===== config.mk =====
export PLATFORM = sky130hd
export DESIGN_NAME = sol_claim_arbiter
export DESIGN_NICKNAME = d
export VERILOG_FILES = /design/src/rtl/sol_claim_arbiter.sv
export SDC_FILE = /design/constraint.sdc
export NUM_CORES = 1
export LEC_CHECK = 0
export BUFFER_PORTS_ARGS = -buffer_cell sky130_fd_sc_hd__buf_2
export CAP_MARGIN = 25
export CORE_MARGIN = 8
export CORE_UTILIZATION = 50
export CTS_CLUSTER_DIAMETER = 30
export DETAILED_ROUTE_END_ITERATION = 7
export GPL_ROUTABILITY_DRIVEN = 0
export GPL_TIMING_DRIVEN = 0
export PLACE_DENSITY = 0.93
export SYNTH_ARGS = -nofsm -noshare
export SYNTH_HDL_FRONTEND = slang
export SYNTH_SLANG_ARGS = --single-unit

===== constraint.sdc =====
create_clock -name clk -period 3.4 [get_ports clk]
set_input_delay 0.68 -clock clk [delete_from_list [all_inputs] [get_ports clk]]
set_output_delay 0.68 -clock clk [all_outputs]
set_load 0.005 [all_outputs]

===== src/rtl/sol_claim_arbiter.sv =====
// Round-robin arbiter sharing one host solution channel between NUM_CORES SHA cores; claim in RUN -> sol_claim next cycle.
// Cores hold level claims until acked; the host stalls presentation up to TIMEOUT_CYCLES, then the grant is retired as a reject.
module sol_claim_arbiter #(
  parameter int NUM_CORES      = 4,
  parameter int TIMEOUT_CYCLES = 1024
) (
  input  logic                    clk,
  input  logic                    n_rst,
  input  logic                    start_found,
  input  logic [NUM_CORES-1:0]    core_claim,
  input  logic [32*NUM_CORES-1:0] core_nonce,
  output logic [NUM_CORES-1:0]    core_ack,
  output logic                    core_abort,
  output logic                    sol_claim,
  output logic [31:0]             out_data,
  input  logic [1:0]              sol_response,
  output logic [7:0]              found_count,
  output logic                    timeout_err
);

  localparam int IW = (NUM_CORES > 1) ? $clog2(NUM_CORES) : 1;
  localparam int TW = $clog2(TIMEOUT_CYCLES + 1);

  typedef enum logic [2:0] {
    IDLE    = 3'd0,
    RUN     = 3'd1,
    PRESENT = 3'd2,
    RETIRE  = 3'd3,
    DONE    = 3'd4
  } state_t;

  state_t         state;
  logic [IW-1:0]  rr_ptr;
  logic [IW-1:0]  grant;
  logic [TW-1:0]  timer;

  logic           pick_vld;
  logic [IW-1:0]  pick_idx;
  logic [IW:0]    scan_idx;
  logic [IW-1:0]  next_ptr;
  logic           accept;
  logic           reject;
  logic           timed_out;

  // Scan from the farthest offset down so the nearest claim at/after rr_ptr wins.
  always_comb begin
    pick_vld = 1'b0;
    pick_idx = '0;
    scan_idx = '0;
    for (int k = NUM_CORES - 1; k >= 0; k--) begin
      scan_idx = {1'b0, rr_ptr} + (IW+1)'(k);
      if (scan_idx >= (IW+1)'(NUM_CORES)) begin
        scan_idx = scan_idx - (IW+1)'(NUM_CORES);
      end
      if (core_claim[scan_idx[IW-1:0]]) begin
        pick_vld = 1'b1;
        pick_idx = scan_idx[IW-1:0];
      end
    end
  end

  always_comb begin
    next_ptr  = (grant == IW'(NUM_CORES - 1)) ? '0 : grant + 1'b1;
    accept    = (sol_response == 2'b01);
    timed_out = (sol_response == 2'b00) && (timer == TW'(TIMEOUT_CYCLES - 1));
    reject    = sol_response[1] || timed_out;
  end

  always_ff @(posedge clk) begin
    if (!n_rst) begin
      state       <= IDLE;
      rr_ptr      <= '0;
      grant       <= '0;
      timer       <= '0;
      sol_claim   <= 1'b0;
      out_data    <= '0;
      core_ack    <= '0;
      core_abort  <= 1'b0;
      found_count <= '0;
      timeout_err <= 1'b0;
    end else begin
      core_ack    <= '0;
      core_abort  <= 1'b0;
      timeout_err <= 1'b0;
      // A new job rearms the arbiter and overrides any response landing this cycle.
      if (start_found) begin
        state     <= RUN;
        sol_claim <= 1'b0;
        rr_ptr    <= '0;
        timer     <= '0;
      end else begin
        case (state)
          RUN: begin
            if (pick_vld) begin
              grant     <= pick_idx;
              out_data  <= core_nonce[32*pick_idx +: 32];
              timer     <= '0;
              sol_claim <= 1'b1;
              state     <= PRESENT;
            end
          end
          PRESENT: begin
            if (accept) begin
              core_ack   <= NUM_CORES'(1) << grant;
              core_abort <= 1'b1;
              if (found_count != 8'hFF) begin
                found_count <= found_count + 8'd1;
              end
              sol_claim  <= 1'b0;
              state      <= DONE;
            end else if (reject) begin
              core_ack    <= NUM_CORES'(1) << grant;
              timeout_err <= timed_out;
              rr_ptr      <= next_ptr;
              sol_claim   <= 1'b0;
              state       <= RETIRE;
            end else begin
              timer <= timer + 1'b1;
            end
          end
          // Dead cycle lets the acked core drop its claim before the next scan.
          RETIRE: state <= RUN;
          IDLE, DONE: state <= state;
          default: state <= IDLE;
        endcase
      end
    end
  end

endmodule


### Yosys cells after proc, flatten, opt, wreduce, memory -nomap -nowiden

Index checks and enable logic that the tools add are counted.

| storage, ports and cells | value |
|---|---|
| flip-flop bits (word level) | 65 |
| bits in read-only memories | 0 |
| bits of input ports | 137 |
| memories kept | 0 |
| RAM bits | 0 |
| output and inout bits | 47 |
| bits in latches | 0 |

| operators by class | value |
|---|---|
| multiply operators | 0 |
| reduce and logical (&&, ||, !) cells | 16 |
| divide/modulo/power cells | 0 |
| $lt $le $gt $ge | 8 |
| $add $sub $neg | 10 |
| bitwise operators | 6 |
| equal/unequal tests | 15 |
| muxes and demuxes | 37 |
| shifts and indexed selects | 2 |

Operators by type and width:

| cell | count |
|---|---|
| $shiftx A128 B8 Y32 | 1 |
| $mux W11 | 3 |
| $pmux W11 S2 | 1 |
| $mux W2 | 9 |
| $reduce_and A3 Y1 | 5 |
| $mux W1 | 13 |
| $lt A2 B3 Y1 const B | 4 |
| $pmux W3 S4 | 1 |
| $add A11 B1 Y11 const B | 1 |
| $eq A11 B10 Y1 const B | 1 |
| $ge A3 B3 Y1 const B | 3 |
| $mux W3 | 3 |
| $add A8 B1 Y8 const B | 1 |
| $bmux W1 S2 | 4 |
| $mux W4 | 2 |
| $ne A2 B2 Y1 const B | 4 |
| $ne A8 B8 Y1 const B | 1 |
| $reduce_and A4 Y1 | 2 |
| $sub A2 B1 Y2 const B | 4 |
| $add A2 B2 Y3 const B | 2 |
| $eq A3 B2 Y1 const B | 2 |
| $ne A3 B3 Y1 const B | 2 |
| $not A1 Y1 | 6 |
| $reduce_or A5 Y1 | 1 |
| 17 further kinds | 18 |

### Logic depth before layout (Yosys ltp)

| logic depth | value |
|---|---|
| depth in word-level cells | 12 |
| gate-level depth with buffers | 8 |
| gate-level depth less buffers | 6 |

### Worst setup path after synthesis

No wires, ideal clock.

| path | value |
|---|---|
| path type | input -> register |
| start | input core_claim[3] |
| end | register timer[3] |
| data required time | 3.326 ns |
| stages on the path | 6 |
| arrival time | 1.894 ns |
| setup slack | 1.432 ns |
| cells stage by stage | nor4_2 or3_1 buf_2 a21boi_2 nand2_1 a31oi_1 |

| on the way | value |
|---|---|
| word-level cells in the longest chain between the ends | 8 |
| elaborated cells on any way between the ends | 14 |
| classes of those cells | 1 x eq/ne; 12 x mux; 1 x reduce/logical |

Ends and longest elaborated chain:

| what | RTL line | source |
|---|---|---|
| start: declaration | 10 | `input logic [NUM_CORES-1:0] core_claim,` |
| $bmux W1 S2 | 55 | `if (core_claim[scan_idx[IW-1:0]]) begin` |
| $mux W1 (not written as such) | 55 |  |
| $mux W1 (3 in a row) | 55 |  |
| $mux W1 * | 55 |  |
| $ne A2 B2 Y1 (no source line) * | n/a |  |
| $reduce_and A4 Y1 (no source line) * | n/a |  |
| end signal: assignment | 118 | `timer <= timer + 1'b1;` |
| end: declaration | 35 | `logic [TW-1:0] timer;` |

Every way passes the cells marked *; elsewhere a longest branch is shown, timed or not. The select of a mux whose other input is x is not followed.
A chain may end at the register's enable or synchronous reset.

### Final worst setup path

| path | value |
|---|---|
| start | register state[0] |
| end | register out_data[0] |

| on the way | value |
|---|---|
| word-level cells in the longest chain between the ends | 2 |

Ends and longest elaborated chain:

| what | RTL line | source |
|---|---|---|
| start: declaration | 32 | `state_t state;` |
| start signal: assignment | 123 | `IDLE, DONE: state <= state;` |
| $eq A3 B1 Y1 | 92 | `case (state)` |
| $reduce_and A3 Y1 (no source line) | n/a |  |
| end signal: assignment | 96 | `out_data <= core_nonce[32*pick_idx +: 32];` |
| end: declaration | 15 | `output logic [31:0] out_data,` |

Every way passes these cells.

==> flow_summary.yaml <==
outcome:
  status: "complete, no violations"
yosys:
  synth-seq-area-share_pct: 35.8
  syn_area_per_cell_um2: 9.18
  syn_area_um2: 3630
  syn-num-nets: 539
  yosys.area.top_type: "dfxtp_1"
  synth_top_area_share_pct: 35.8
  synth_edf_count: 0
  ys_ff_latch: 65
  synthTopCellsByArea: "dfxtp_1 (36%), mux2i_1 (13%), a211oi_1 (9.1%), nor3b_1 (4.8%), o21ai_0 (3.6%)"
  synth_cell_type_count: 52
  synth_ff_type: "dfxtp_1"
  syn_inst: 396
  async_reset_ff_share_pct: 0
  synth_warnings: 0
timing:
  fmax_mhz: 481
  worstMarginPinSlew_ns: 0.531
  finalHoldViolations: 0
  min_period_over_period_pct: 61.2
  fin_crit_ns: 2.08
  fin_worst_skew_ns: 0.00777
  finalMaxSlewViolations: 0
  max-slew-margin-rel_pct: 64.3
  setup_viol: 0
  rsz0062_at_grt: "false"
  fin_tns_setup_ns: 0
clock_network:
  cts_buffers: 9
  ctsResizeCount: 0
  cts_tree: "built"
  cts_num_sinks: 65
  cts_setup_buffers: 0
  hold_buffers: 0
  htreeDepth: 3
  insertion_delay_ns: 0.34
  clockRootBuffer: "clkbuf_8"
  clkTransAtPathRegs_ns: 0.08
  clk_path_buf_depth: 2
grt:
  grt_first_pass_wirelength_um: 19700
  grt_max_degree: 14
  overflow: 0
  grtUsageTotal_pct: 24.3
  antenna_found_initial: 0
  grt_pass1_vias: 4221
final_layout:
  final_common_cell: "buf_2"
  syn2layout_area_growth_pct: 34.2
  layout_common_cells: "buf_2 (193), dfxtp_1 (65), mux2i_1 (48), a211oi_1 (44), o21ai_0 (26)"
  nNetsFinal: 733
  antenna_cells: 0
  fill_cells: 572
  final_util_pct: 68.3
  layout-drive-gt1-share_pct: 37.8
worst_hold_path:
  hold_start: "timer[10]"
  hold_class: "flop to flop"
  hold_end: "timeout_err"
  hold_depth: 1
worst_setup_path:
  arrival_ns: 2.30
  crit_type: "flop to flop"
  cp-start-kind: "flop"
  reg2regPathDepth: 6
  r2r_end: "out_data[0]"
  timing.rr.start: "state[0]"
  end_kind: "flop"
  rrSetupSlack_ns: 1.32
  path_max_fanout: 10
  cp.required_ns: 3.62
power_and_ir_drop:
  leakage_nw: 2.17
  max-vdd-ir-drop_mv: 0.205
  powerDensity_nw_per_um2: 363
die:
  rows: 31
  core_area_um2: 7140
  ios: 184
  die-height_um: 101
  start_util_pct: 50.9
  die_x_um: 101
  dieArea_um2: 10300
placement:
  dp_hpwl_um: 10000
  portBuffers: 183
routing:
  dr.first_iter.drc_count: 208
  wl_per_cell_um: 18.3
  wl_um: 12700
  drtPass1Iterations: 5
  vias: 3988
  drc: 0
  postRouteAntennaNets: 0
  viasPerCell: 5.75
flow_run:
  max_cap_violations: 0
[registers in the layout, indices dropped and copies added (netlist names)]
name	cells
core_abort	1
out_data	32
grant	2
timer	11
state	3
sol_claim	1
rr_ptr	2
found_count	8
timeout_err	1
core_ack	4
[power breakdown]
| group | total, mW | leakage, nW | internal (mW) | switching, mW |
|---|---|---|---|---|
| logic | 0.294 | 1.54 | 0.141 | 0.152 |
| clock network | 0.676 | 0.100 | 0.345 | 0.332 |
| registers | 0.800 | 0.527 | 0.785 | 0.0142 |
[cell usage after synthesis (5+ instances only)]
library cell,number
inv_1,5
nand3_1,22
mux2i_1,48
nor2_1,15
nand4_1,8
and2_1,10
ha_1,6
o21ai_0,26
dfxtp_1,65
or3_1,6
a21oi_1,8
nand2_1,16
a211oi_1,44
nor3b_1,23
buf_2,10
o221ai_1,10
clkbuf_1,13
[worst max-delay path, cell delays in order (launching register included)]
cell and delay (ns):
dfxtp_1 0.43, nand2b_1 0.18, or4_1 0.42, buf_2 0.16, nor2_1 0.33, buf_2 0.31
a211oi_1 0.12
[final cells by class]
type                       instances  area [um^2]  area share, %
buffer                            28          148           3.03
sequential                        65         1300           26.7
timing repair buffer             183          916           18.8
clock inverter                     7         77.6           1.59
inverter                           5         18.8          0.385
clock buffer                       9          124           2.54
multi-input combinational        298         2170           44.4
tap                               99          124           2.54
[stage by stage]
| step | setup WS [ns] | hold slack, ns | area (um^2) | instances | power, mW |
|---|---|---|---|---|---|
| 6_report | 1.32 | 0.483 | 4870 | 694 | 1.77 |
| 5_1_grt | 1.13 | 0.508 | 4870 | 694 | 1.83 |
| 4_1_cts | 1.31 | 0.483 | 4870 | 694 | 1.77 |
| 3_5_place_dp | 0.960 | 0.466 | 4670 | 678 | 1.11 |
| 3_3_place_gp | 0.999 | 0.463 | 4670 | 678 | 1.09 |
| 2_1_floorplan | 1.43 | 0.438 | 3630 | 396 | 0.958 |
[metal layers]
layer  global-route usage (%)  share of wire [%]  up-vias
met1                     25.8                 38     1862
met5                        0                  0        -
li1                         -                  -     1896
met4                     11.3                3.0        0
met3                     6.80                7.6       36
met2                     43.5                 52      194
[logic make-up after synthesis]
logic type | after synthesis | share of synthesized area [%]
AOI/OAI and AO/OA | 109 | 21.0
adders and majority gates | 6 | 2.07
DFF | 65 | 35.8
muxes | 48 | 13.2
and+or+nand+nor | 127 | 21.4
xor gates and xnor gates | 8 | 1.93
buffers and inverters | 33 | 4.58
[how the worst max path moves through the flow]
stage	start	to	slack (ns)	cells after the start
finish	state[0]	out_data[0]	1.32	6
global route	state[0]	out_data[25]	1.13	6
CTS	state[0]	out_data[0]	1.31	6
detailed placement	core_claim[3]	out_data[19]	0.96	7
global placement	core_claim[3]	out_data[29]	1.0	7
floorplan	core_claim[3]	timer[3]	1.43	6
Power figures use the tool's default switching activity.
